### src/rtl/spi_slave_rx.sv
// SPI slave receiver: deserialises mosi into an RX queue and returns a host-loaded byte on miso.
// Build option SPI_SLAVE_RX_FIFO_EN selects a FIFO_DEPTH-entry RX FIFO; otherwise a single holding register.
module spi_slave_rx #(
  parameter int                DATA_W     = 8,
  parameter int                FIFO_DEPTH = 4,
  parameter logic [DATA_W-1:0] TX_IDLE    = 8'hFF
) (
  input  logic              global_clk,
  input  logic              reset,
  input  logic              ss,
  input  logic              mosi,
  output logic              miso,
  output logic [DATA_W-1:0] rx_data,
  output logic              rx_valid,
  input  logic              rx_ready,
  input  logic [DATA_W-1:0] tx_data,
  input  logic              tx_load,
  output logic              overrun,
  output logic              underrun,
  output logic              frame_err,
  input  logic              clr_err
);

  localparam int CNT_W = (DATA_W > 2) ? $clog2(DATA_W) : 1;
  localparam logic [CNT_W-1:0] LAST_BIT = CNT_W'(DATA_W - 1);

  if (FIFO_DEPTH < 2 || (FIFO_DEPTH & (FIFO_DEPTH - 1)) != 0) begin : g_bad_depth
    $error("FIFO_DEPTH must be a power of 2 and at least 2");
  end

  typedef enum logic {IDLE, SHIFT} state_t;

  state_t              state_reg, state_next;
  logic [CNT_W-1:0]    bit_cnt;
  logic [DATA_W-2:0]   rx_shift;
  logic [DATA_W-1:0]   tx_shift;
  logic [DATA_W-1:0]   tx_buf;
  logic                tx_fresh;
  logic [DATA_W-1:0]   rx_byte;
  logic [DATA_W-1:0]   slot_byte;
  logic                shifting, slot_start, byte_done, frame_abort;
  logic                pop, drop;

  always_ff @(posedge global_clk or negedge reset) begin
    if (!reset) state_reg <= IDLE;
    else        state_reg <= state_next;
  end

  always_comb begin
    state_next = ss ? IDLE : SHIFT;
  end

  always_comb begin
    shifting    = 1'b0;
    slot_start  = 1'b0;
    byte_done   = 1'b0;
    frame_abort = 1'b0;
    case (state_reg)
      IDLE: begin
        shifting   = !ss;
        slot_start = !ss;
      end
      SHIFT: begin
        if (!ss) begin
          shifting   = 1'b1;
          byte_done  = (bit_cnt == LAST_BIT);
          slot_start = (bit_cnt == LAST_BIT);
        end else begin
          frame_abort = (bit_cnt != '0);
        end
      end
      default: ;
    endcase
  end

  assign rx_byte   = {rx_shift, mosi};
  assign slot_byte = tx_fresh ? tx_buf : TX_IDLE;
  assign miso      = ss ? 1'b0 : tx_shift[DATA_W-1];

  // The idle preload tracks tx_load so the first bit of a frame matches the slot-start decision.
  always_ff @(posedge global_clk or negedge reset) begin
    if (!reset) begin
      bit_cnt  <= '0;
      rx_shift <= '0;
      tx_shift <= '0;
      tx_buf   <= TX_IDLE;
      tx_fresh <= 1'b0;
    end else begin
      if (shifting) begin
        rx_shift <= rx_byte[DATA_W-2:0];
        bit_cnt  <= byte_done ? '0 : bit_cnt + 1'b1;
        tx_shift <= byte_done ? slot_byte : {tx_shift[DATA_W-2:0], 1'b0};
      end else begin
        bit_cnt  <= '0;
        tx_shift <= tx_load ? tx_data : slot_byte;
      end
      if (tx_load) begin
        tx_buf   <= tx_data;
        tx_fresh <= 1'b1;
      end else if (slot_start) begin
        tx_fresh <= 1'b0;
      end
    end
  end

  // Sticky error flags: a new event on the same edge as clr_err wins.
  always_ff @(posedge global_clk or negedge reset) begin
    if (!reset) begin
      overrun   <= 1'b0;
      underrun  <= 1'b0;
      frame_err <= 1'b0;
    end else begin
      if (drop)                       overrun <= 1'b1;
      else if (clr_err)               overrun <= 1'b0;
      if (slot_start && !tx_fresh)    underrun <= 1'b1;
      else if (clr_err)               underrun <= 1'b0;
      if (frame_abort)                frame_err <= 1'b1;
      else if (clr_err)               frame_err <= 1'b0;
    end
  end

  assign pop = rx_valid && rx_ready;

`ifdef SPI_SLAVE_RX_FIFO_EN
  localparam int PTR_W = $clog2(FIFO_DEPTH);
  localparam int QC_W  = PTR_W + 1;

  logic [DATA_W-1:0] mem [FIFO_DEPTH];
  logic [PTR_W-1:0]  wr_ptr, rd_ptr, rd_ptr_inc;
  logic [QC_W-1:0]   count;
  logic              full, push;

  assign full       = (count == QC_W'(FIFO_DEPTH));
  assign push       = byte_done && (!full || pop);
  assign drop       = byte_done && full && !pop;
  assign rd_ptr_inc = rd_ptr + 1'b1;
  assign rx_valid   = (count != '0);

  always_ff @(posedge global_clk) begin
    if (push) mem[wr_ptr] <= rx_byte;
  end

  // rx_data is a registered copy of the head so it holds its value once the FIFO drains.
  always_ff @(posedge global_clk or negedge reset) begin
    if (!reset) begin
      wr_ptr  <= '0;
      rd_ptr  <= '0;
      count   <= '0;
      rx_data <= '0;
    end else begin
      if (push) wr_ptr <= wr_ptr + 1'b1;
      if (pop)  rd_ptr <= rd_ptr_inc;
      case ({push, pop})
        2'b10:   count <= count + 1'b1;
        2'b01:   count <= count - 1'b1;
        default: ;
      endcase
      if (push && (count == '0 || (pop && count == QC_W'(1))))
        rx_data <= rx_byte;
      else if (pop && count > QC_W'(1))
        rx_data <= mem[rd_ptr_inc];
    end
  end
`else
  logic hold_valid;
  logic push;

  assign push     = byte_done && (!hold_valid || pop);
  assign drop     = byte_done && hold_valid && !pop;
  assign rx_valid = hold_valid;

  always_ff @(posedge global_clk or negedge reset) begin
    if (!reset) begin
      hold_valid <= 1'b0;
      rx_data    <= '0;
    end else if (push) begin
      hold_valid <= 1'b1;
      rx_data    <= rx_byte;
    end else if (pop) begin
      hold_valid <= 1'b0;
    end
  end
`endif

endmodule
### config.mk
export PLATFORM = sky130hd
export DESIGN_NAME = spi_slave_rx
export DESIGN_NICKNAME = d
export VERILOG_FILES = /design/src/rtl/spi_slave_rx.sv
export SDC_FILE = /design/constraint.sdc
export NUM_CORES = 1
export LEC_CHECK = 0
export BUFFER_PORTS_ARGS = -buffer_cell sky130_fd_sc_hd__buf_4
export CORE_MARGIN = 10
export CORE_UTILIZATION = 52
export CTS_CLUSTER_SIZE = 40
export DETAILED_ROUTE_END_ITERATION = 10
export GPL_TIMING_DRIVEN = 0
export PLACE_DENSITY = 0.85
export SYNTH_ARGS = -nofsm -noshare
export SYNTH_HDL_FRONTEND = slang
export SYNTH_SLANG_ARGS = --single-unit
### constraint.sdc
create_clock -name global_clk -period 3.5 [get_ports global_clk]
set_input_delay 0.7 -clock global_clk [delete_from_list [all_inputs] [get_ports global_clk]]
set_output_delay 0.7 -clock global_clk [all_outputs]
set_load 0.05 [all_outputs]
==> qor.csv, run 1 <==
metric,value,unit
drtPass1Iterations,4,
n_antenna_cell,0,
cp_max_fo,10,
synth-warning-count,0,
worstReg2RegStart,bit_cnt[0]$_DFF_PN0_,
h-tree-depth,2,
grt_overflow,0,
power,932.6,µW
maxSlewViolCount,0,
numClockSinks,40,
antenna_found_initial,0,
dpl.hpwl,2.276,mm
ctsLongestPathBuffers,2,
syn_inst,124,
netlist_area,0.001704,mm²
reg2reg_setup_slack,1880,ps
clock_latency,350,ps
startpoint,ss,
syn2layout_area_growth,18.14,%
drtAntennaViolNets,0,
drc,0,
grt_pass1_vias,1113,
cts_setup_buffers,0,
synth.avg_cell_area,13.74,µm²
die_area,0.005967,mm²
fp.dieH,77.25,µm
peakVddDrop,0.2860,mV
power_density,463.2,mW/mm²
critPathCapture,miso,
maxCapViolations,0,
drt-total-wl,3.105,mm
routed_via_density,5.064,
period_share,63.18,%
fin_crit,2211,ps
rsz0062_at_grt,false,
yosysUniqueCellTypes,30,
cts_tree,done,
p_leak,0.9580,nW
cts_root_buf,clkbuf_4,
required,2800,ps
cp-end-kind,primary output,
hold_violations,0,
clock.fmax,452.3,MHz
max_slew_margin,67.62,%
finalClockSkew,5.782,ps
cts_resized,0,
reg_top3,"rx_data (8), tx_buf (8), tx_shift (8)",
syn-num-nets,142,
reg2regPathDepth,6,
tightestPinTransition,485.7,ps
finalSetupTns,0,ps
arrival,1510,ps
grt_pass1_wl,5.264,mm
grt_usage,10.91,%
critPathKind,input port to primary output,
ys_seq_area_share,59.32,%
fin_nets,175,
outcome,"finished, final reports clean",
vias,1023,
hold_class,input port to async pin,
wl_per_cell,15.37,µm
rr_endpoint,rx_data[0]$_DFFE_PN0P_,
die_x,77.25,µm
io_buffers,26,
setup_viol,0,
grt_max_degree,41,
numCtsBuffers,5,
clk_pin_slew_worst_paths,110,ps
row_count,20,
cts-hold-fix-buffers,0,
gp_congestion,0.7886,
ioPinCount,28,
critPathLaunchType,input port,
initial_core_util,54.92,%
drive_gt1_share,44.30,%
core-area,0.003103,mm²
drt_iter0_drc,45,
ys_seq_elements,40,
[stage by stage]
| step | setup WS (ps) | util, % | cell area [µm²] | instances | hold slack, ps |
|---|---|---|---|---|---|
| 2_1_floorplan | 1073 | - | 1704 | 124 | 404.4 |
| 3_3_place_gp | 1276 | 62.98 | 1954 | 194 | 437.2 |
| 3_5_place_dp | 1285 | 62.98 | 1954 | 194 | 460.2 |
| 4_1_cts | 1283 | 64.88 | 2013 | 202 | 314.1 |
| 5_1_grt | 1228 | 64.88 | 2013 | 202 | 315.9 |
| 6_report | 1289 | 64.88 | 2013 | 202 | 297.6 |
[layer usage]
layer	global-route usage, %	share of wire [%]	vias to the layer above
li1	-	-	500
met1	12.91	45	489
met2	16.72	47	27
met3	4.312	5.6	7
met4	5.474	2.0	0
met5	0	0	-
[worst min path at each step]
stage	start	end	cells after the start
floorplan	reset	bit_cnt[0]$_DFF_PN0_	0
global placement	tx_shift[5]$_DFF_PN0_	tx_shift[6]$_DFF_PN0_	2
detailed placement	tx_shift[3]$_DFF_PN0_	tx_shift[4]$_DFF_PN0_	2
CTS	reset	rx_data[5]$_DFFE_PN0P_	1
global route	reset	rx_data[1]$_DFFE_PN0P_	1
finish	reset	rx_data[1]$_DFFE_PN0P_	1
[final cells by class]
cell class                 count  area [µm²]
clock buffer                   8       58.81
sequential                    40        1011
buffer                         6       46.29
fill                         260        1090
timing repair buffer          26       195.2
inverter                       9       33.78
tap                           44       55.05
multi-input combinational     69       613.1
[synth_stat cells (all sizes together)]
master   instances  area share [%]
clkbuf           2            0.51
o22ai            2            0.73
inv              9             2.0
o32ai            1            0.51
buf              4             2.2
and2             2            0.73
ha               3             2.2
nand2b           1            0.37
nor2b           11             4.5
nand2            3            0.66
dfstp            8              12
a21oi            1            0.51
mux2            21              16
a21o             1            0.44
and2b            1            0.44
o2bb2ai          1            0.51
a221o            1            0.59
dfrtp           32              47
a32oi            6             3.1
nand3b           1             1.2
nor2             1            0.22
o21a             1            0.44
o21ai           11             3.2
[logic make-up (layout without fill, tap and decap cells)]
family	after synthesis	count (layout)	synth area share, %
AND/OR/NAND/NOR	20	20	8.076
buffers and inverters	15	49	4.699
adder cells (fa/ha/maj)	3	3	2.203
AO/OA/AOI/OAI	25	25	10.06
flip-flops	40	40	59.32
multiplexers	21	21	15.64
[report_power, final]
| part | total [mW] | switching (mW) | leakage (nW) | internal [mW] |
|---|---|---|---|---|
| Combinational | 0.145 | 0.0761 | 0.433 | 0.0686 |
| Clock | 0.241 | 0.142 | 0.0326 | 0.0992 |
| Sequential | 0.547 | 0.0285 | 0.492 | 0.518 |
| Total | 0.933 | 0.246 | 0.958 | 0.686 |
[worst max-delay path, cell delays in order]
cell	delay (ps)
buf_4	110
buf_4	170
buf_2	200
nor2b_1	120
buf_4	200
[cells in the final DEF, fill, tap and decap left out, drive strengths merged]
cell	instances
nor2b	11
ha	3
nand3b	1
a221o	1
a32oi	6
and2	2
nand2	3
o32ai	1
and2b	1
dfstp	8
nor2	1
dfrtp	32
buf	30
clkbuf	10
o2bb2ai	1
inv	9
o22ai	2
o21ai	11
a21o	1
nand2b	1
mux2	21
o21a	1
a21oi	1
(Power assumes the default switching activity.)
==> run 2, diff against run 1 <==
--- a/config.mk
+++ b/config.mk
@@ -7,7 +7,7 @@
 export LEC_CHECK = 0
 export BUFFER_PORTS_ARGS = -buffer_cell sky130_fd_sc_hd__buf_4
 export CORE_MARGIN = 10
-export CORE_UTILIZATION = 52
+export CORE_UTILIZATION = 49
 export CTS_CLUSTER_SIZE = 40
 export DETAILED_ROUTE_END_ITERATION = 10
 export GPL_TIMING_DRIVEN = 0
==> constraint.sdc (replaced) <==
create_clock -name global_clk -period 1.92 [get_ports global_clk]
set_input_delay 0.384 -clock global_clk [delete_from_list [all_inputs] [get_ports global_clk]]
set_output_delay 0.384 -clock global_clk [all_outputs]
set_load 0.05 [all_outputs]
==> run 2 against run 1 <==
Net effect: worst setup slack worse by 950 ps; sequential power is 82% higher; power grew 100%; clock power rose to 2.5 times the previous value; non-clock buffer count grew 1; global-route usage barely moved; wire length up 1.6%; largest power group unchanged.
==> qor.csv, run 2 (synthesis gave the netlist of run 1 again) <==
metric,value,unit
multi_input_area,613.1,µm²
core-area,0.003337,mm²
p_int,1.417,mW
drtAntennaViolNets,0,
maxCapViolations,0,
pwr-share-seq,53.1,%
numCtsBuffers,5,
clkPwrFrac,32.7,%
gp_congestion,0.7835,
dpl.hpwl,2.273,mm
die_area,0.006237,mm²
final-seq-area,0.001011,mm²
cts_resized,0,
clock.fmax,631.4,MHz
critPathKind,input port to primary output,
h-tree-depth,2,
peakVddDrop,0.4442,mV
clk_pin_slew_worst_paths,120,ps
hold_class,input port to flip-flop,
power,1.873,mW
antenna_found_initial,0,
grt_usage,10.96,%
fill_cells,260,
grt_pass1_wl,5.561,mm
fin_crit,1584,ps
grt_max_degree,41,
required,1540,ps
rsz0062_at_grt,false,
wl_per_cell,15.40,µm
reg_top3,"rx_data (8), tx_buf (8), tx_shift (8)",
finalClockSkew,7.804,ps
vias,1079,
fin_nets,176,
p_leak,0.9812,nW
path_cells,buf_4 > buf_4 > buf_2 > nor2b_1 > buf_4,
cp-end-kind,primary output,
maxSlewViolCount,0,
ioPinCount,28,
max_slew_margin,67.49,%
finalSetupTns,0,ps
initial_core_util,51.07,%
switching_power,455.2,µW
setup_viol,0,
outcome,"finished, final reports clean",
syn2layout_area_growth,21.00,%
max_stage_delay,210,ps
numClockSinks,40,
drive_gt1_share,45.28,%
critPathLaunchType,input port,
clock_latency,340,ps
power_density,908.1,mW/mm²
drtPass1Iterations,4,
routed_via_density,5.263,
cp_max_fo,10,
tightestPinTransition,487.7,ps
cts_tree,done,
final_cell_mix,"dfrtp_1, buf_4, mux2_2, o21ai_0, nor2b_1",
slowest_stage,buf_4,
pwr-share-comb,14.3,%
grt_overflow,0,
drt_iter0_drc,44,
io_buffers,26,
n_antenna_cell,0,
grt_pass1_vias,1206,
period_share,82.48,%
hold_violations,0,
drt-total-wl,3.156,mm
ctsLongestPathBuffers,2,
drc,0,
arrival,1200,ps
cts_root_buf,clkbuf_4,
cpMostUsedCell,buf_4,
die_x,78.98,µm
row_count,21,
fp.dieH,78.98,µm
switching_share,24.31,%
layout_commonest_cell,dfrtp_1,
==> run 2: critical path, delay by kind of cell <==
kind                   cells  cell delay [ps]
AND/OR/NAND/NOR            1              130
buffers and inverters      4              690
==> run 2: final timing paths <==
path	depth (start not counted)	to	startpoint	slack, ps
max in group asynchronous	2	tx_buf[1]$_DFFE_PN1P_	reset	1020
worst min register to register	2	tx_shift[7]$_DFF_PN0_	tx_shift[6]$_DFF_PN0_	480
worst max-delay path	5	miso	ss	340
worst max register to register	6	rx_data[3]$_DFFE_PN0P_	bit_cnt[1]$_DFF_PN0_	340
worst min-delay path	2	frame_err$_DFFE_PN0P_	clr_err	220
min in group asynchronous	2	rx_data[7]$_DFFE_PN0P_	reset	530
==> run 2: per-layer routing <==
layer | up-vias | wire (µm) | part of all wire [%] | global-route usage [%]
met5 | - | 0 | 0 | 0
met4 | 0 | 37 | 1.2 | 3.405
met3 | 5 | 224 | 7.1 | 5.631
met1 | 545 | 1332 | 42 | 12.39
li1 | 505 | - | - | -
met2 | 24 | 1561 | 49 | 17.62
==> run 2: area by class of cell <==
| class | instances | share of cell area (%) |
|---|---|---|
| inverters | 9 | 1.638 |
| repair buffers | 27 | 9.951 |
| clock inverters | 1 | 1.456 |
| multi-input cells | 69 | 29.73 |
| flip-flops and latches | 40 | 49.03 |
| plain buffers | 6 | 2.245 |
| well taps | 46 | 2.791 |
| clock buffers | 7 | 3.155 |
==> run 2: metrics by stage <==
| step | area (µm²) | hold WS, ps | utilization (%) | std cells | worst slack [ps] |
|---|---|---|---|---|---|
| 2_1_floorplan | 1704 | 88.41 | - | 124 | 125.2 |
| 3_3_place_gp | 1957 | 369.0 | 58.64 | 196 | 329.4 |
| 3_5_place_dp | 1957 | 384.0 | 58.64 | 196 | 313.9 |
| 4_1_cts | 2062 | 214.3 | 61.79 | 205 | 311.8 |
| 5_1_grt | 2062 | 200.7 | 61.79 | 205 | 214.7 |
| 6_report | 2062 | 222.1 | 61.79 | 205 | 336.3 |
==> run 2: timing repair <==
| item | in CTS | in global routing |
|---|---|---|
| buffers inserted | 0 | 0 |
| hold buffers | 1 | 0 |
| hold endpoints to repair | 21 | 0 |
==> run 2: power by group through the flow <==
stage / Sequential [mW] / Clock [mW] / Combinational (mW)
after CTS: 0.995 / 0.627 / 0.271
after global placement: 1.00 / 0 / 0.257
after detailed placement: 1.01 / 0 / 0.269
after global routing: 1.01 / 0.665 / 0.296
final: 0.994 / 0.611 / 0.267
after floorplan: 1.04 / 0 / 0.139
==> run 3, diff against run 2 <==
--- a/config.mk
+++ b/config.mk
@@ -5,13 +5,14 @@
 export SDC_FILE = /design/constraint.sdc
 export NUM_CORES = 1
 export LEC_CHECK = 0
+export ABC_AREA = 1
 export BUFFER_PORTS_ARGS = -buffer_cell sky130_fd_sc_hd__buf_4
 export CORE_MARGIN = 10
-export CORE_UTILIZATION = 49
+export CORE_UTILIZATION = 50
 export CTS_CLUSTER_SIZE = 40
 export DETAILED_ROUTE_END_ITERATION = 10
 export GPL_TIMING_DRIVEN = 0
-export PLACE_DENSITY = 0.85
+export PLACE_DENSITY = 0.86
 export SYNTH_ARGS = -nofsm -noshare
 export SYNTH_HDL_FRONTEND = slang
 export SYNTH_SLANG_ARGS = --single-unit
==> constraint.sdc (replaced) <==
create_clock -name global_clk -period 1.3 [get_ports global_clk]
set_input_delay 0.26 -clock global_clk [delete_from_list [all_inputs] [get_ports global_clk]]
set_output_delay 0.26 -clock global_clk [all_outputs]
set_load 0.05 [all_outputs]
==> run 3 against run 2 <==
Net effect: the flow now finishes with violations (negative setup slack); power grew 31%; die area grew 0.60%; combinational power grew 41%; worst setup slack lost 420 ps; wire length grew 14%; global-route usage grew 1.2 points; sequential power grew 42%.
==> qor.csv, run 3 <==
metric,value,unit
outcome,finished with violations,
muxShareOfSynthArea,0,%
ctsLongestPathBuffers,2,
clock.fmax,723.9,MHz
drc,0,
wl_met1,1.524,mm
p_leak,1.194,nW
async_flop_share,100.0,%
n_antenna_cell,0,
grt_pass1_vias,1386,
power_density,1132,mW/mm²
drt-total-wl,3.595,mm
maxCapViolations,0,
p_int,1.769,mW
pwr-share-seq,57.6,%
final_cell_mix,"nand2_1, dfrtp_1, inv_1, buf_4, nand3_1",
grt_usage,12.20,%
setup_viol,16,
layout_setup_ws,-81.33,ps
switching_power,686.4,µW
initial_core_util,52.12,%
ys_seq_area_share,57.67,%
hold_violations,0,
drt_iter0_drc,85,
cts_tree,done,
period_share,106.3,%
crit_buf_inv,0,
synthTopCellsByCount,"nand2_1, dfrtp_1, inv_1",
synthSimpleGateAreaFrac,27.19,%
syn-num-nets,228,
ys.flop_type,dfrtp_1,
max_stage_delay,380,ps
dr.max_layer_used,met4,
netlist_area,0.001753,mm²
core-area,0.003363,mm²
gp_congestion,0.7981,
tightestPinTransition,484.8,ps
fin_crit,1381,ps
path_cells,ha_2 > ha_4 > nand2_8 > nor2_4 > nand2_4 > nand2_2 > nand2_1,
dpl.hpwl,2.395,mm
drive_gt1_share,24.90,%
power,2.456,mW
synth_xor_area_share,0,%
io_buffers,26,
grt_pass1_wl,6.127,mm
syn2layout_area_growth,23.77,%
rsz0062_at_grt,true,
routed_via_density,4.847,
grt_overflow,0,
clkPwrFrac,27.1,%
hold_class,input port to flip-flop,
finalSetupTns,-795.4,ps
critPathLaunchType,flip-flop,
h-tree-depth,2,
pwr-share-comb,15.3,%
reg_top3,"rx_data (8), tx_buf (8), tx_shift (8)",
drtAntennaViolNets,0,
layout_commonest_cell,nand2_1,
wl_met3,295,µm
synth_top_area_share,45.68,%
synth_edf_count,0,
fp.dieH,79.21,µm
finalClockSkew,9.035,ps
numClockSinks,40,
syn_inst,210,
ys_seq_elements,40,
clk_pin_slew_worst_paths,110,ps
slowest_stage,dfrtp_1,
vias,1430,
max_slew_margin,67.68,%
die_area,0.006274,mm²
violations,negative setup slack,
wl_met2,1.731,mm
ioPinCount,28,
synth-warning-count,0,
hold_ws,118.6,ps
synth.avg_cell_area,8.347,µm²
switching_share,27.95,%
die_x,79.21,µm
required,1550,ps
synth-compound-area-share,4.711,%
numCtsBuffers,5,
peakVddDrop,0.6783,mV
synth_area_leaders,"dfrtp_1, nand2_1, dfstp_2",
cp_max_fo,8,
grt_max_degree,41,
cp-end-kind,flip-flop,
fin_nets,266,
arrival,1630,ps
row_count,21,
clock_latency,350,ps
synth_top_family_by_area,simple AND/OR/NAND/NOR gates,
drtPass1Iterations,4,
cp_top_family,simple AND/OR/NAND/NOR gates,
wl_per_cell,12.19,µm
antenna_found_initial,0,
maxSlewViolCount,0,
yosysUniqueCellTypes,17,
synth_top_area_cell,dfrtp_1,
critPathKind,flip-flop to flip-flop,
synthAdderAreaFrac,2.141,%
synth_most_common_cell,nand2_1,
cts_root_buf,clkbuf_4,
[run 3: logic make-up after synthesis]
kind of cell / Yosys count
AO/OA/AOI/OAI: 16
buffers and inverters: 37
adder cells (fa/ha/maj): 3
flip-flops: 40
AND/OR/NAND/NOR: 114
[run 3: power groups by stage]
stage	clock [mW]	sequential (mW)	combinational (mW)
detailed placement	0	1.43	0.358
global route	0.725	1.42	0.435
global placement	0	1.43	0.348
floorplan	0	1.47	0.184
CTS	0.666	1.41	0.371
finish	0.665	1.41	0.377
[run 3: area by class of cell]
type                       count  area (µm²)
buffer                         8       36.28
clock buffer                   8       58.81
fill                         298        1194
inverter                      29       108.9
multi-input combinational    133       645.6
sequential                    40        1011
tap                           46       57.56
timing repair buffer          31       251.5
[run 3: timing repair]
action | in CTS | in global routing
gates resized for setup | 8 | 4
setup buffers | 3 | 1
pin swaps | 12 | 5
hold buffers | 1 | 0
endpoints found under the setup margin | 16 | 17
hold endpoints to repair | 32 | 0
[run 3: metal layers]
layer  track usage [%]  vias up
li1                  -      714
met2             18.27       38
met5                 0        -
met4             5.018        0
met3             5.968        6
met1             14.60      672
[run 3: final timing paths]
check                      cells past startpoint                 endpoint  slack (ps)              startpoint
max                                            7   rx_data[0]$_DFFE_PN0P_         -80    bit_cnt[1]$_DFF_PN0_
min                                            3  rx_shift[0]$_DFFE_PN0N_         120                    mosi
max reg2reg                                    7   rx_data[0]$_DFFE_PN0P_         -80    bit_cnt[1]$_DFF_PN0_
min reg2reg                                    2   rx_data[7]$_DFFE_PN0P_         480  rx_data[7]$_DFFE_PN0P_
max in group asynchronous                      2    tx_buf[4]$_DFFE_PN1P_         530                   reset
min in group asynchronous                      2   rx_data[6]$_DFFE_PN0P_         390                   reset
[run 3: per-stage QoR]
stage / worst slack, ps / utilization, % / area (µm²) / cells
global placement: -182.2 / 59.71 / 2008 / 282
finish: -81.33 / 64.51 / 2170 / 295
detailed placement: -235.9 / 59.71 / 2008 / 282
floorplan: 3.270 / - / 1755 / 210
global route: -147.1 / 64.51 / 2170 / 295
CTS: -97.02 / 63.88 / 2148 / 294
[run 3: worst register-to-register path, cell delays in order (launching register included)]
cell     delay [ps]
dfrtp_1         380
ha_2            200
ha_4            170
nand2_8          60
nor2_4          200
nand2_4         130
nand2_2         100
nand2_1          50
